--- src/rtl/mem_stage.sv ---
// rtl/mem_stage.sv - memory pipeline stage: data-bus FSM, load/store alignment, registered writeback bundle
//
// Purpose:
//   Takes the registered execute-stage bundle, performs loads and stores over
//   the data bus, and hands a registered result to writeback. While a bus
//   transaction is outstanding, mem_stall freezes fetch, decode and execute,
//   so ex_* stays stable and the request fields can be driven from it.
//
// Ports:
//   clk, reset                 clock, synchronous active-high reset
//   ex_valid                   ex_* holds a live instruction this cycle
//   ex_pc/instr/op/jump        execute bundle identity fields (passed through)
//   ex_regwrite/dst            register write enable and destination
//   ex_result                  ALU result / effective address
//   ex_memdata                 store data (right-aligned)
//   ex_memread/memwrite        load / store select
//   ex_msize                   access size: 0=B 1=H 2=W 3=D
//   ex_mem_unsigned            zero-extend loads when set
//   dreq_*                     data-bus request (valid, addr, size, strobe, data)
//   dresp_*                    data-bus response (addr_ok, data_ok, data)
//   mem_valid                  mem_* holds a live instruction
//   mem_pc/instr/op/jump       passed-through identity fields
//   mem_regwrite/dst/regdata   writeback controls and data
//   mem_addr                   effective address (ALU result)
//   mem_skip                   access hit the MMIO region
//   mem_stall                  upstream stages must hold

module mem_stage #(
    parameter int ADDR_MMIO_BIT = 31
) (
    input  logic        clk,
    input  logic        reset,

    input  logic        ex_valid,
    input  logic [63:0] ex_pc,
    input  logic [31:0] ex_instr,
    input  logic [5:0]  ex_op,
    input  logic        ex_jump,
    input  logic        ex_regwrite,
    input  logic [4:0]  ex_dst,
    input  logic [63:0] ex_result,
    input  logic [63:0] ex_memdata,
    input  logic        ex_memread,
    input  logic        ex_memwrite,
    input  logic [1:0]  ex_msize,
    input  logic        ex_mem_unsigned,

    output logic        dreq_valid,
    output logic [63:0] dreq_addr,
    output logic [1:0]  dreq_size,
    output logic [7:0]  dreq_strobe,
    output logic [63:0] dreq_data,

    input  logic        dresp_addr_ok,
    input  logic        dresp_data_ok,
    input  logic [63:0] dresp_data,

    output logic        mem_valid,
    output logic [63:0] mem_pc,
    output logic [31:0] mem_instr,
    output logic [5:0]  mem_op,
    output logic        mem_jump,
    output logic        mem_regwrite,
    output logic [4:0]  mem_dst,
    output logic [63:0] mem_regdata,
    output logic [63:0] mem_addr,
    output logic        mem_skip,

    output logic        mem_stall
);

    localparam logic [1:0] MSIZE_B = 2'd0;
    localparam logic [1:0] MSIZE_H = 2'd1;
    localparam logic [1:0] MSIZE_W = 2'd2;
    localparam logic [1:0] MSIZE_D = 2'd3;

    typedef enum logic {
        ST_IDLE = 1'b0,
        ST_WAIT = 1'b1
    } state_t;

    state_t state;
    state_t state_next;

    logic        is_mem_op;
    logic        complete;
    logic [2:0]  byte_off;
    logic [5:0]  bit_off;
    logic [7:0]  base_mask;
    logic [63:0] load_shifted;
    logic [63:0] load_data;
    logic [63:0] result_data;
    logic        result_skip;

    // addr_ok is purely informational here; completion is judged by data_ok.
    logic unused_addr_ok;
    assign unused_addr_ok = dresp_addr_ok;

    assign is_mem_op = ex_valid & (ex_memread | ex_memwrite);
    assign byte_off  = ex_result[2:0];
    assign bit_off   = {byte_off, 3'b000};

    // ------------------------------------------------------------------
    // Request FSM
    // ------------------------------------------------------------------
    always_ff @(posedge clk) begin
        if (reset) begin
            state <= ST_IDLE;
        end else begin
            state <= state_next;
        end
    end

    // dreq_valid rises in the same cycle the op arrives, so a zero-wait
    // device can answer with data_ok immediately and WAIT is skipped.
    // In WAIT the request stays up unconditionally: ex_* cannot change
    // because upstream is frozen by mem_stall.
    always_comb begin
        state_next = state;
        dreq_valid = 1'b0;
        mem_stall  = 1'b0;
        unique case (state)
            ST_IDLE: begin
                if (is_mem_op) begin
                    dreq_valid = 1'b1;
                    if (dresp_data_ok) begin
                        state_next = ST_IDLE;
                    end else begin
                        state_next = ST_WAIT;
                        mem_stall  = 1'b1;
                    end
                end
            end
            ST_WAIT: begin
                dreq_valid = 1'b1;
                if (dresp_data_ok) begin
                    state_next = ST_IDLE;
                end else begin
                    mem_stall  = 1'b1;
                end
            end
            default: begin
                state_next = ST_IDLE;
            end
        endcase
    end

    // ------------------------------------------------------------------
    // Request fields (driven from the held execute bundle)
    // ------------------------------------------------------------------
    always_comb begin
        base_mask = 8'h00;
        unique case (ex_msize)
            MSIZE_B: base_mask = 8'h01;
            MSIZE_H: base_mask = 8'h03;
            MSIZE_W: base_mask = 8'h0F;
            MSIZE_D: base_mask = 8'hFF;
            default: base_mask = 8'h00;
        endcase
    end

    assign dreq_addr   = ex_result;
    assign dreq_size   = ex_msize;
    assign dreq_data   = ex_memdata << bit_off;
    assign dreq_strobe = ex_memwrite ? (base_mask << byte_off) : 8'h00;

    // ------------------------------------------------------------------
    // Load alignment and extension
    // ------------------------------------------------------------------
    assign load_shifted = dresp_data >> bit_off;

    always_comb begin
        load_data = 64'd0;
        unique case (ex_msize)
            MSIZE_B: load_data = ex_mem_unsigned ? {56'd0, load_shifted[7:0]}
                                                 : {{56{load_shifted[7]}}, load_shifted[7:0]};
            MSIZE_H: load_data = ex_mem_unsigned ? {48'd0, load_shifted[15:0]}
                                                 : {{48{load_shifted[15]}}, load_shifted[15:0]};
            MSIZE_W: load_data = ex_mem_unsigned ? {32'd0, load_shifted[31:0]}
                                                 : {{32{load_shifted[31]}}, load_shifted[31:0]};
            MSIZE_D: load_data = load_shifted;
            default: load_data = 64'd0;
        endcase
    end

    // Stores write nothing back; non-memory ops forward the ALU result.
    always_comb begin
        result_data = ex_result;
        result_skip = 1'b0;
        if (ex_memread | ex_memwrite) begin
            result_data = ex_memread ? load_data : 64'd0;
            result_skip = ~ex_result[ADDR_MMIO_BIT];
        end
    end

    // An instruction retires from this stage either as a non-memory op
    // seen in IDLE, or as a memory op whose data_ok arrives.
    assign complete = ((state == ST_IDLE) & ex_valid & ~is_mem_op)
                    | (dreq_valid & dresp_data_ok);

    // ------------------------------------------------------------------
    // Output register
    // ------------------------------------------------------------------
    always_ff @(posedge clk) begin
        if (reset) begin
            mem_valid    <= 1'b0;
            mem_pc       <= 64'd0;
            mem_instr    <= 32'd0;
            mem_op       <= 6'd0;
            mem_jump     <= 1'b0;
            mem_regwrite <= 1'b0;
            mem_dst      <= 5'd0;
            mem_regdata  <= 64'd0;
            mem_addr     <= 64'd0;
            mem_skip     <= 1'b0;
        end else begin
            mem_valid <= complete;
            if (complete) begin
                mem_pc       <= ex_pc;
                mem_instr    <= ex_instr;
                mem_op       <= ex_op;
                mem_jump     <= ex_jump;
                mem_regwrite <= ex_regwrite;
                mem_dst      <= ex_dst;
                mem_regdata  <= result_data;
                mem_addr     <= ex_result;
                mem_skip     <= result_skip;
            end
        end
    end

endmodule

--- config.mk ---
export PLATFORM = sky130hd
export DESIGN_NAME = mem_stage
export DESIGN_NICKNAME = d
export VERILOG_FILES = /design/src/rtl/mem_stage.sv
export SDC_FILE = /design/constraint.sdc
export NUM_CORES = 1
export LEC_CHECK = 0
export BUFFER_PORTS_ARGS = -buffer_cell sky130_fd_sc_hd__buf_2
export CORE_AREA = 2 2 266 268
export DETAILED_ROUTE_END_ITERATION = 8
export DIE_AREA = 0 0 268 270
export SYNTH_ARGS = -nofsm -noshare
export SYNTH_HDL_FRONTEND = slang
export SYNTH_SLANG_ARGS = --single-unit
--- constraint.sdc ---
create_clock -name clk -period 1.8 [get_ports clk]
set_input_delay 0.18 -clock clk [delete_from_list [all_inputs] [get_ports clk]]
set_output_delay 0.18 -clock clk [all_outputs]
set_load 0.05 [all_outputs]
==> run_results.csv <==
group,metric,value,unit
clock_network,cts.clk_slew.worst_paths,0.05,ns
synthesis,synth_edf_count,0,
synthesis,syn_area,0.0134,mm²
job,drv_cap,0,
worst_setup_path,cp_top_family,"compound AO/OA/AOI/OAI gates",
sta,maxSlewViolCount,0,
grt,antenna_found_initial,14,
worst_setup_path,crit_path_start_kind,"flip-flop",
min_path,holdCritPathClass,"in -> reg",
grt,grt_pass1_vias,16366,
min_path,hp-start,"dresp_data_ok",
clock_network,h-tree-depth,2,
power_and_ir_drop,power_density,851,mW/mm²
run_status,status,"complete, no violations",
clock_network,clkSinkCount,240,
route,vias,16182,
power_and_ir_drop,p_leak,10.5,nW
placed_design,gp_congestion,0.886,
finish,areaGrowthSynthToFinish,68.2,%
sta,hold-worst-slack,0.0268,ns
sta,worst_pin_slew,0.877,ns
synthesis,ys_async_sr_fraction,0,%
finish,layout_common_cells,"buf_2 (658), nand2_1 (406), a21oi_1 (276)",
clock_network,clockBufferDepth,3,
grt,grt_max_degree,137,
worst_setup_path,crit_path_start,"state$_SDFF_PP0_",
worst_setup_path,worst-path-buf-inv,2,
worst_setup_path,cp_max_fo,17,
floorplanning,pin_count,690,
sta,fin_tns_setup,0,ns
worst_setup_path,crit_path_cell_trace,"nor3_2 -> o22a_4 -> buf_12 -> buf_4 -> and3_2 -> a21oi_4 -> o22ai_1",
sta,setup_violations,0,
route,drc,0,
finish,regArea,0.00481,mm²
synthesis,ys_types,49,
floorplanning,num_rows,97,
sta,period_minus_slack,1.75,ns
worst_setup_path,crit_slowest_cell,"dfxtp_4",
sta,post-route-period-util,97.1,%
worst_setup_path,required,2.16,ns
sta,fmax,0.572,GHz
grt,gr-total-overflow,0,
clock_network,clkLatencyLatePin,0.54,ns
clock_network,numCtsBuffers,34,
floorplanning,dieArea,0.0724,mm²
worst_setup_path,slowest_delay,0.38,ns
synthesis,ys_warn_count,0,
route,drt_iter0_drc,900,
synthesis,syn_area_per_cell,7.80,µm²
placed_design,place_hpwl,56.2,mm
finish,final_common_cell,"buf_2",
power_and_ir_drop,peakVddDrop,0.000544,V
worst_setup_path,cp-end-kind,"flip-flop",
route,postRouteAntennaNets,0,
placed_design,portBuffers,688,
grt,grt_usage,19.2,%
synthesis,netlist_instances,1717,
synthesis,syn_nets,2028,
worst_setup_path,path_class,"reg -> reg",
finish,multi_input_area,0.00800,mm²
worst_setup_path,r2r-start,"state$_SDFF_PP0_",
floorplanning,die_h,270,µm
sta,hold_viol,0,
synthesis,synth_flop_cell,"dfxtp_1",
floorplanning,start_util,19.2,%
worst_setup_path,reg2reg_depth,7,
sta,clock-skew-final,0.0168,ns
sta,rsz0062_at_grt,"false",
route,dr.pass1.iters,5,
min_path,hold_depth,2,
worst_setup_path,cp.depth,7,
synthesis,synth-seq-area-share,35.9,%
route,wl_per_cell,20.5,µm
worst_setup_path,worstPathArrival,2.11,ns
finish,drive_gt1_share,42.9,%
clock_network,cts_root_buf,"clkbuf_16",
synthesis,ys_ff_latch,240,
grt,grt_pass1_wl,104,mm
floorplanning,core,0.0695,mm²
route,via_per_inst,4.54,
floorplanning,dieWidth,268,µm
clock_network,cts_tree,"yes",
finish,final_nets,2900,
sta,relSlewSlack,41.5,%
route,wl,73.1,mm
power_and_ir_drop,total_power,0.0192,W
finish,fill_cells,7320,
==> synthesized netlist by cell type (26+ instances only) <==
library cell	count	area share, %
mux2i_1	111	8.3
and3_1	95	4.4
a211oi_1	27	1.5
clkbuf_1	94	2.6
o22ai_2	30	2.8
o22ai_1	59	2.8
nand2_1	406	11
dfxtp_1	240	36
buf_4	75	4.2
mux2_2	26	2.2
o21ai_0	36	1.3
a21oi_1	282	11
buf_2	50	1.9
nor2_1	59	1.7
==> layout make-up <==
class                           instances  area share, %
Clock buffer                           45           4.19
Timing Repair Buffer                 1063           32.6
Inverter                                5         0.0834
Sequential cell                       240           21.4
Antenna cell                           11          0.122
Multi-Input combinational cell       1245           35.5
Tap cell                              940           5.22
Clock inverter                         14          0.906
==> logic make-up after synthesis <==
group,count (synthesis),synth area share [%]
simple gates,612,19.9
compound gates,482,22.1
flops,240,35.9
buf+inv,232,9.19
mux,151,12.8
==> repair_timing <==
action	CTS	global route
gates resized for setup	22	25
setup endpoints to repair	26	34
hold endpoints to repair	176	0
hold buffers	169	0
cloned	1	1
setup buffers	0	0
==> per-layer routing <==
metal	GRT usage, %	up-vias	share of wire (%)
met4	10.3	4	5.4
met1	21.3	7593	38
met2	33.1	728	48
met3	5.43	156	8.3
li1	-	7701	-
met5	0	-	0.037
==> report_power, final <==
group	internal (W)	total, W	switching (W)
registers	0.00565	0.00583	0.000186
logic	0.00220	0.00642	0.00421
clock network	0.00429	0.00691	0.00262
==> per-stage QoR <==
| stage | setup WS, ns | instances | instance area [µm²] | utilization [%] |
|---|---|---|---|---|
| after floorplan | -0.211 | 1717 | 13900 | - |
| after global placement | -0.442 | 3322 | 19400 | 28.0 |
| after detailed placement | -0.463 | 3322 | 19400 | 28.0 |
| after CTS | -0.0167 | 3551 | 22400 | 32.2 |
| after global routing | 0.00237 | 3557 | 22500 | 32.4 |
| final | 0.0520 | 3563 | 22500 | 32.4 |
==> path summary, 6_finish.rpt <==
path | to | slack [ns]
worst max-delay path | mem_regdata[14]$_SDFFE_PP0P_ | 0.05
worst min-delay path | state$_SDFF_PP0_ | 0.03
worst max register to register | mem_regdata[14]$_SDFFE_PP0P_ | 0.05
worst min register to register | mem_pc[9]$_SDFFE_PP0P_ | 0.45
==> flip-flops by register name, summed over array words and instances, names as in the netlist, 5 cells and up <==
register,flops
mem_pc,64
mem_addr,64
mem_dst,5
mem_instr,32
mem_regdata,64
mem_op,6
(Power assumes the default switching activity.)
